[src/rtl/freq_div_pkg.sv]
// Shared constants and helpers for the programmable multi-channel clock divider.
// The config-check function is the single definition of a legal (div, high) pair.
package freq_div_pkg;

   localparam int FD_CNT_W    = 24;
   localparam int FD_NUM_CH   = 2;
   localparam int FD_DEF_DIV  = 10000000;
   localparam int FD_DEF_HIGH = 5000000;

   function automatic int ch_idx_w(input int num_ch);
      return (num_ch <= 1) ? 1 : $clog2(num_ch);
   endfunction

   // A period needs at least two cycles, and the high phase must leave a low phase.
   function automatic logic cfg_ok(input longint unsigned div, input longint unsigned high);
      return (div >= 64'd2) && (high != 64'd0) && (high < div);
   endfunction

endpackage

[src/rtl/freq_div_if.sv]
// Configuration request bus of the divider: valid/ready handshake plus a
// registered error pulse for rejected requests.
interface freq_div_if
   import freq_div_pkg::*;
#(
   parameter int CNT_W  = FD_CNT_W,
   parameter int NUM_CH = FD_NUM_CH
);

   localparam int CH_W = ch_idx_w(NUM_CH);

   logic             cfg_valid;
   logic             cfg_ready;
   logic [CH_W-1:0]  cfg_ch;
   logic [CNT_W-1:0] cfg_div;
   logic [CNT_W-1:0] cfg_high;
   logic             cfg_err;

   modport master (
      output cfg_valid, cfg_ch, cfg_div, cfg_high,
      input  cfg_ready, cfg_err
   );

   modport slave (
      input  cfg_valid, cfg_ch, cfg_div, cfg_high,
      output cfg_ready, cfg_err
   );

endinterface

[src/rtl/freq_div_ch.sv]
// One divider channel: active/shadow ratio pair, period counter and registered
// clk_out/tick. Shadow values only take effect at a period boundary or while idle.
module freq_div_ch
   import freq_div_pkg::*;
#(
   parameter int CNT_W    = FD_CNT_W,
   parameter int DEF_DIV  = FD_DEF_DIV,
   parameter int DEF_HIGH = FD_DEF_HIGH
) (
   input  logic             clk,
   input  logic             reset,
   input  logic             en,
   input  logic             cfg_wr,
   input  logic [CNT_W-1:0] cfg_div,
   input  logic [CNT_W-1:0] cfg_high,
   output logic             pending,
   output logic             clk_out,
   output logic             tick
);

   localparam logic [CNT_W-1:0] ONE = CNT_W'(1);

   logic [CNT_W-1:0] act_div;
   logic [CNT_W-1:0] act_high;
   logic [CNT_W-1:0] sh_div;
   logic [CNT_W-1:0] sh_high;
   logic [CNT_W-1:0] cnt;
   logic [CNT_W-1:0] cnt_next;
   logic [CNT_W-1:0] div_next;
   logic [CNT_W-1:0] high_next;
   logic             run;
   logic             wrap;
   logic             activate;

   // run marks that the previous cycle was enabled, so the first enabled cycle starts at cnt=0.
   always_comb begin
      wrap      = run && en && (cnt == act_div - ONE);
      activate  = pending && (!en || wrap);
      div_next  = activate ? sh_div  : act_div;
      high_next = activate ? sh_high : act_high;
      if (!en || !run || wrap) begin
         cnt_next = '0;
      end else begin
         cnt_next = cnt + ONE;
      end
   end

   // Outputs are derived from the next-state counter and ratio so they line up with cnt.
   always_ff @(posedge clk or posedge reset) begin
      if (reset) begin
         act_div  <= CNT_W'(DEF_DIV);
         act_high <= CNT_W'(DEF_HIGH);
         sh_div   <= '0;
         sh_high  <= '0;
         pending  <= 1'b0;
         cnt      <= '0;
         run      <= 1'b0;
         clk_out  <= 1'b0;
         tick     <= 1'b0;
      end else begin
         run     <= en;
         cnt     <= cnt_next;
         clk_out <= en && (cnt_next < high_next);
         tick    <= en && (cnt_next == div_next - ONE);
         if (activate) begin
            act_div  <= sh_div;
            act_high <= sh_high;
            pending  <= 1'b0;
         end
         if (cfg_wr) begin
            sh_div  <= cfg_div;
            sh_high <= cfg_high;
            pending <= 1'b1;
         end
      end
   end

endmodule

[src/rtl/freq_div_prog.sv]
// Programmable multi-channel clock divider top: decodes configuration requests,
// routes legal ones to the addressed channel and flags rejected ones on cfg_err.
module freq_div_prog
   import freq_div_pkg::*;
#(
   parameter int CNT_W    = FD_CNT_W,
   parameter int NUM_CH   = FD_NUM_CH,
   parameter int DEF_DIV  = FD_DEF_DIV,
   parameter int DEF_HIGH = FD_DEF_HIGH
) (
   input  logic              clk,
   input  logic              reset,
   input  logic [NUM_CH-1:0] en,
   freq_div_if.slave         cfg,
   output logic [NUM_CH-1:0] clk_out,
   output logic [NUM_CH-1:0] tick
);

   localparam int CH_W  = ch_idx_w(NUM_CH);
   localparam int PAD_N = 1 << CH_W;

   if ((DEF_DIV < 2) || (DEF_HIGH == 0) || (DEF_HIGH >= DEF_DIV) ||
       (longint'(DEF_DIV) >= (longint'(1) << CNT_W)) || (NUM_CH < 1) || (NUM_CH > 8)) begin : g_bad_params
      $error("freq_div_prog: illegal default ratio or channel count");
   end

   logic [NUM_CH-1:0] pending;
   logic [NUM_CH-1:0] cfg_wr;
   logic [PAD_N-1:0]  pend_pad;
   logic              in_range;
   logic              ready;
   logic              accept;
   logic              good;

   // Out-of-range channels report ready so the request is taken and then rejected.
   always_comb begin
      pend_pad = '0;
      for (int i = 0; i < NUM_CH; i++) begin
         pend_pad[i] = pending[i];
      end
      in_range = (int'(cfg.cfg_ch) < NUM_CH);
      ready    = !(in_range && pend_pad[cfg.cfg_ch]);
      accept   = cfg.cfg_valid && ready;
      good     = accept && in_range && cfg_ok(64'(cfg.cfg_div), 64'(cfg.cfg_high));
      cfg_wr   = '0;
      for (int i = 0; i < NUM_CH; i++) begin
         cfg_wr[i] = good && (int'(cfg.cfg_ch) == i);
      end
   end

   assign cfg.cfg_ready = ready;

   always_ff @(posedge clk or posedge reset) begin
      if (reset) begin
         cfg.cfg_err <= 1'b0;
      end else begin
         cfg.cfg_err <= accept && !good;
      end
   end

   for (genvar g = 0; g < NUM_CH; g++) begin : g_ch
      freq_div_ch #(
         .CNT_W    (CNT_W),
         .DEF_DIV  (DEF_DIV),
         .DEF_HIGH (DEF_HIGH)
      ) u_ch (
         .clk      (clk),
         .reset    (reset),
         .en       (en[g]),
         .cfg_wr   (cfg_wr[g]),
         .cfg_div  (cfg.cfg_div),
         .cfg_high (cfg.cfg_high),
         .pending  (pending[g]),
         .clk_out  (clk_out[g]),
         .tick     (tick[g])
      );
   end

endmodule

[src/flat_wrapper.sv]
// flat-port wrapper written by rule: the top's interface ports become plain ports
module freq_div_prog_flat import freq_div_pkg::*;
#(
   parameter int CNT_W    = FD_CNT_W,
   parameter int NUM_CH   = FD_NUM_CH,
   parameter int DEF_DIV  = FD_DEF_DIV,
   parameter int DEF_HIGH = FD_DEF_HIGH
)
  (clk, reset, en, clk_out, tick, cfg_cfg_valid, cfg_cfg_ch, cfg_cfg_div, cfg_cfg_high, cfg_cfg_ready, cfg_cfg_err);
  freq_div_if #(.CNT_W(CNT_W), .NUM_CH(NUM_CH)) cfg_i ();
  input  logic clk;
  input  logic reset;
  input  logic [NUM_CH-1:0] en;
  output logic [NUM_CH-1:0] clk_out;
  output logic [NUM_CH-1:0] tick;
  input wire logic [$bits(cfg_i.cfg_valid)-1:0] cfg_cfg_valid;
  input wire logic [$bits(cfg_i.cfg_ch)-1:0] cfg_cfg_ch;
  input wire logic [$bits(cfg_i.cfg_div)-1:0] cfg_cfg_div;
  input wire logic [$bits(cfg_i.cfg_high)-1:0] cfg_cfg_high;
  output wire logic [$bits(cfg_i.cfg_ready)-1:0] cfg_cfg_ready;
  output wire logic [$bits(cfg_i.cfg_err)-1:0] cfg_cfg_err;
  assign cfg_i.cfg_valid = cfg_cfg_valid;
  assign cfg_i.cfg_ch = cfg_cfg_ch;
  assign cfg_i.cfg_div = cfg_cfg_div;
  assign cfg_i.cfg_high = cfg_cfg_high;
  assign cfg_cfg_ready = cfg_i.cfg_ready;
  assign cfg_cfg_err = cfg_i.cfg_err;
  freq_div_prog #(.CNT_W(CNT_W), .NUM_CH(NUM_CH), .DEF_DIV(DEF_DIV), .DEF_HIGH(DEF_HIGH)) u_core (.clk(clk), .reset(reset), .en(en), .cfg(cfg_i), .clk_out(clk_out), .tick(tick));
endmodule
[config.mk]
export PLATFORM = sky130hd
export DESIGN_NAME = freq_div_prog_flat
export DESIGN_NICKNAME = d
export VERILOG_FILES = /design/src/rtl/freq_div_pkg.sv /design/src/rtl/freq_div_if.sv /design/src/rtl/freq_div_ch.sv /design/src/rtl/freq_div_prog.sv /design/src/flat_wrapper.sv
export SDC_FILE = /design/constraint.sdc
export NUM_CORES = 1
export LEC_CHECK = 0
export ABC_AREA = 0
export CAP_MARGIN = 5
export CORE_UTILIZATION = 40
export CTS_BUF_LIST = sky130_fd_sc_hd__clkbuf_2 sky130_fd_sc_hd__clkbuf_4 sky130_fd_sc_hd__clkbuf_8
export CTS_CLUSTER_DIAMETER = 40
export DETAILED_ROUTE_END_ITERATION = 7
export PLACE_DENSITY_LB_ADDON = 0.15
export SETUP_SLACK_MARGIN = 0.15
export SLEW_MARGIN = 10
export SYNTH_ARGS = -nofsm -noshare
export SYNTH_HDL_FRONTEND = slang
export SYNTH_HIERARCHICAL = 1
export SYNTH_SLANG_ARGS = --single-unit
[constraint.sdc]
create_clock -name clk -period 12.81 [get_ports clk]
set_input_delay 2.562 -clock clk [delete_from_list [all_inputs] [get_ports clk]]
set_output_delay 2.562 -clock clk [all_outputs]
set_load 0.005 [all_outputs]
==> metrics.md <==
| Metric | Value |
|---|---|
| Status | `completed` |
| LEAKAGE | `slightly below 8 nW` |
| Wire per inst | `around 23 um` |
| Total CTS buffers | `57` |
| Post-synthesis cell count | `around 1600` |
| Area contributors post-synth | `dfrtp_1 (34%), mux2_2 (8.5%), ha_1 (5.8%)` |
| Hold/Removal Path Class | `flip-flop to flip-flop` |
| Period utilization | `around half` |
| Layout Nets | `~1800` |
| Fin Hold WS | `~0.48 ns` |
| Worst endpoint required time | `between 10 and 15 ns` |
| Routed WL | `around 51000 um` |
| DP HPWL | `39300 um` |
| Reg power frac | `36.1%` |
| Synthesized area | `roughly 16000 um^2` |
| Top-area cell type share of the netlist area | `~34%` |
| Max cap viols | `0` |
| EDFF count, synth | `0` |
| Max stage delay on crit path | `~0.60 ns` |
| First-pass GRT wire length | `~78000 um` |
| Final slew viol count | `0` |
| CTS Root Cell | `clkbuf_8` |
| Simple logic cell fraction of the synthesized area | `18.2%` |
| Drt first-iter violations | `roughly 1100` |
| FF+latch count, synth | `249` |
| Die Ht | `just over 200 um` |
| Clock latency on the worst-skew pair | `between 0.6 and 0.7 ns` |
| Pint | `between 0.002 and 0.0025 W` |
| Worst-path fanout max | `41` |
| CTS H-Tree Depth | `2` |
| Power per cell area | `slightly above 200 nW/um^2` |
| HP Start | `u_core/g_ch[1].u_ch/act_high[20]` |
| Compound-Gate Fraction of Synth Area | `9.44%` |
| Total number of vias | `between 10000 and 15000` |
| Post-Place Cell Area | `17200 um^2` |
| Post-CTS Resized | `0` |
| Pre-Repair DR Iteration Count | `5` |
| Crit path cell chain | `inv_1 -> ha_1 -> nor4b_4 -> nand3_1 -> or4_4 -> a2111oi_4 -> nand4_4 -> o41ai_4 -> buf_4 -> mux2i_1 -> ha_1 -> nand2_1 -> nor3_1 -> mux2i_1 -> nor3_1 -> a21oi_1 -> or4_1 -> nor4_2 -> nand4_1 -> nor3_2` |
| Max Freq | `approximately 150 MHz` |
| Synth unique cells | `75` |
| Final Wtd Congestion | `about 0.94` |
| Top FF cell, synth | `dfrtp_1` |
| Clk buf depth | `3` |
| WP buf/inv | `2` |
| Critical path arrival | `approximately 7.2 ns` |
| Peak supply drop | `roughly 0.096 mV` |
| Kind of end point of the critical path | `flip-flop` |
| Syn Area/Cell | `about 9.9 um^2` |
| Core Region | `around 40000 um^2` |
| Vias in the first global route | `around 13000` |
| FF-to-FF setup slack | `6.18 ns` |
| Ant. Diodes | `0` |
| Adder-cell share of the synthesized area | `a little under 6%` |
| Switching power total | `approximately 0.0014 W` |
| Multiplexer share of the synthesized area | `about 14%` |
| I/O pin count | `60` |
| DRT antenna net count | `0` |
| Sequential share of the synthesized area | `just under 40%` |
| Largest family of logic cells by synthesized area | `simple AND/OR/NAND/NOR gates` |
| Mapped Nets | `between 1500 and 2000` |
| Chip width | `~200 um` |
| Crit Path Class | `flip-flop to flip-flop` |
| Post-synth ARST share | `100%` |
| WHS Endpoint | `u_core/g_ch[1].u_ch/act_high[20]` |
| Post-synthesis xor/xnor area fraction | `around 8.4%` |
| DRC Markers | `0` |
| Clk_skew | `between 0.03 and 0.04 ns` |
| Yosys warnings | `6` |
| Largest net degree at the start of global routing | `84` |
| Gr usage total | `roughly a quarter` |
| Crit-path slowest cell | `or4_4` |
| CP delay by family, top | `simple AND/OR/NAND/NOR gates` |
| Slew @ Worst Pin | `roughly 1.1 ns` |
| Finish-stage setup viols | `0` |
| FP Rows | `73` |
| RR Startpoint | `u_core/g_ch[0].u_ch/act_div[0]` |
| CP Launch Type | `flip-flop` |
| Cell taking the most area after synthesis | `dfrtp_1` |
| CTS tree | `built` |
| Synthesis-to-layout area growth | `15.5%` |
| Final Hold Viols | `0` |
| RSZ-0062 raised after global routing | `no` |
| Hold-fix buffers, CTS | `0` |
| Final Total Pwr | `about 0.0038 W` |
| Post-CTS setup buffers | `0` |
| CTS Sinks | `between 200 and 250` |
| Layout cells sized above 1 | `a little under a fifth` |
| Final Util | `46.9%` |
| Relative slew slack | `24.8%` |
| Grt ovf | `0` |
| Initial antenna violation count | `1` |
| Initial Utilization | `a little over 40%` |
| Worst hold stages | `2` |
| Number of port buffers | `59` |
| Post-DR vias/cell | `5.68` |
| Worst R2R End | `u_core/g_ch[0].u_ch/tick` |
| Die Footprint | `just over 40000 um^2` |
| Tmin final | `between 6 and 7 ns` |
| Fin area | `around 19000 um^2` |
| Clock slew at reported path FFs | `around 0.060 ns` |
| Setup_tns | `0 ns` |
| Comb power frac | `between 30% and 40%` |
| Clock power frac | `a little under a third` |
| Sw Share | `between 30% and 40%` |
| Worst-case reg-to-reg path depth | `20` |
## cells in the final DEF, fill, tap and decap left out, types with 8 or more instances in the layout
| cell type | Yosys | routed |
|---|---|---|
| a21oi_1 | 60 | 60 |
| dfstp_2 | 32 | 32 |
| or2_2 | 12 | 12 |
| nor2b_1 | 14 | 14 |
| clkinvlp_4 | 0 | 10 |
| mux2_2 | 122 | 122 |
| o31ai_1 | 8 | 8 |
| a21o_1 | 10 | 10 |
| clkbuf_4 | 0 | 11 |
| clkdlybuf4s50_1 | 0 | 59 |
| nand2b_1 | 20 | 20 |
| and3_1 | 14 | 14 |
| bufinv_16 | 0 | 12 |
| nand2_1 | 91 | 91 |
| nand3_1 | 36 | 36 |
| nor3b_1 | 8 | 8 |
| or4_1 | 10 | 10 |
| or3_1 | 18 | 18 |
| a22oi_1 | 8 | 8 |
| mux2i_1 | 89 | 89 |
| nor4_1 | 42 | 42 |
| o211ai_1 | 9 | 9 |
| nor2_1 | 110 | 110 |
| o2111ai_1 | 8 | 8 |
| nand4_1 | 36 | 36 |
| inv_1 | 117 | 115 |
| xnor2_1 | 76 | 76 |
| clkbuf_8 | 0 | 68 |
| o21ai_0 | 49 | 49 |
| buf_4 | 0 | 14 |
| ha_1 | 75 | 75 |
| nor3_1 | 54 | 52 |
| xor2_1 | 74 | 74 |
| dfrtp_1 | 217 | 217 |
| a31oi_1 | 8 | 8 |
## power groups by stage
stage / clock network (W) / registers [W] / logic [W]
4_1_cts: 0.00120 / 0.00137 / 0.00124
3_5_place_dp: 0 / 0.00138 / 0.00123
3_3_place_gp: 0 / 0.00138 / 0.00122
5_1_grt: 0.00123 / 0.00140 / 0.00138
2_1_floorplan: 0 / 0.00120 / 0.00103
6_report: 0.00117 / 0.00137 / 0.00126
## state kept, by name, indices dropped and copies added, names as in the netlist
signal                     flops
u_core/g_ch.u_ch/sh_high      48
u_core/g_ch.u_ch/cnt          48
u_core/g_ch.u_ch/clk_out       2
u_core/g_ch.u_ch/tick          2
u_core/cfg.cfg_err             1
u_core/g_ch.u_ch/sh_div       48
u_core/g_ch.u_ch/pending       2
u_core/g_ch.u_ch/act_high     48
u_core/g_ch.u_ch/run           2
u_core/g_ch.u_ch/act_div      48
## cell families after synthesis
family | count (synthesis)
flops | 249
simple gates | 527
xor+xnor | 152
fa+ha+maj | 75
mux | 213
buf+inv | 195
compound gates | 223
## area by class of cell
type                       instances  area (um^2)
clock buffer                      79         1020
clock inverter                    29          474
fill                            3781        21100
inverter                         117          444
multi-input combinational       1190         9120
sequential                       249         6270
tap                              525          657
timing repair buffer              73          696
## how the worst max path moves through the flow
stage	end	cells after the start	slack, ns	from
2_1_floorplan	u_core/g_ch[0].u_ch/tick	25	6.51	u_core/g_ch[0].u_ch/act_div[14]
3_3_place_gp	u_core/g_ch[1].u_ch/clk_out	20	5.71	en[1]
3_5_place_dp	u_core/g_ch[1].u_ch/clk_out	20	5.68	en[1]
4_1_cts	u_core/g_ch[1].u_ch/clk_out	25	6.20	u_core/g_ch[1].u_ch/act_div[0]
5_1_grt	u_core/g_ch[1].u_ch/clk_out	25	5.64	u_core/g_ch[1].u_ch/act_div[0]
6_report	u_core/g_ch[0].u_ch/tick	20	6.18	u_core/g_ch[0].u_ch/act_div[0]
## synthesized netlist by cell type, drive strengths merged, types with 5 or more instances
| library cell | count |
|---|---|
| nor3 | 56 |
| and2 | 6 |
| nand3 | 36 |
| dfrtp | 217 |
| mux2 | 122 |
| a21oi | 60 |
| nand3b | 5 |
| nand2 | 91 |
| or4 | 14 |
| and3 | 14 |
| o21a | 7 |
| nor2 | 110 |
| clkbuf | 50 |
| o211ai | 9 |
| xnor2 | 76 |
| nor4b | 8 |
| buf | 28 |
| and4 | 7 |
| o2111ai | 8 |
| nor2b | 14 |
| nor4 | 46 |
| dfstp | 32 |
| and4b | 6 |
| inv | 117 |
| o31ai | 8 |
| mux2i | 89 |
| a31oi | 8 |
| or2 | 13 |
| xor2 | 74 |
| a22oi | 8 |
| ha | 75 |
| o22ai | 6 |
| nand2b | 21 |
| a21o | 10 |
| nand4 | 38 |
| a211oi | 7 |
| o21ai | 49 |
| and3b | 6 |
| nor3b | 8 |
| or3 | 20 |
## through the flow
| stage | worst slack (ns) | instances |
|---|---|---|
| 2_1_floorplan | 6.51 | 1634 |
| 3_3_place_gp | 5.71 | 2154 |
| 3_5_place_dp | 5.68 | 2154 |
| 4_1_cts | 6.20 | 2262 |
| 5_1_grt | 5.64 | 2262 |
| 6_report | 6.18 | 2262 |
## tightest hold or removal path, stage by stage (launching register included)
cell and delay, ns:
dfrtp_1 0.32, mux2i_1 0.08, inv_1 0.06
## metal layers
layer	vias up	share of wire [%]	wire, um	track usage, %
li1	5989	-	-	-
met1	6314	49	25100	38.1
met2	472	41	21300	35.9
met3	79	7.1	3680	4.91
met4	0	2.6	1350	8.67
met5	-	0	0	0
Note: power is estimated with default switching activity, not from simulation.
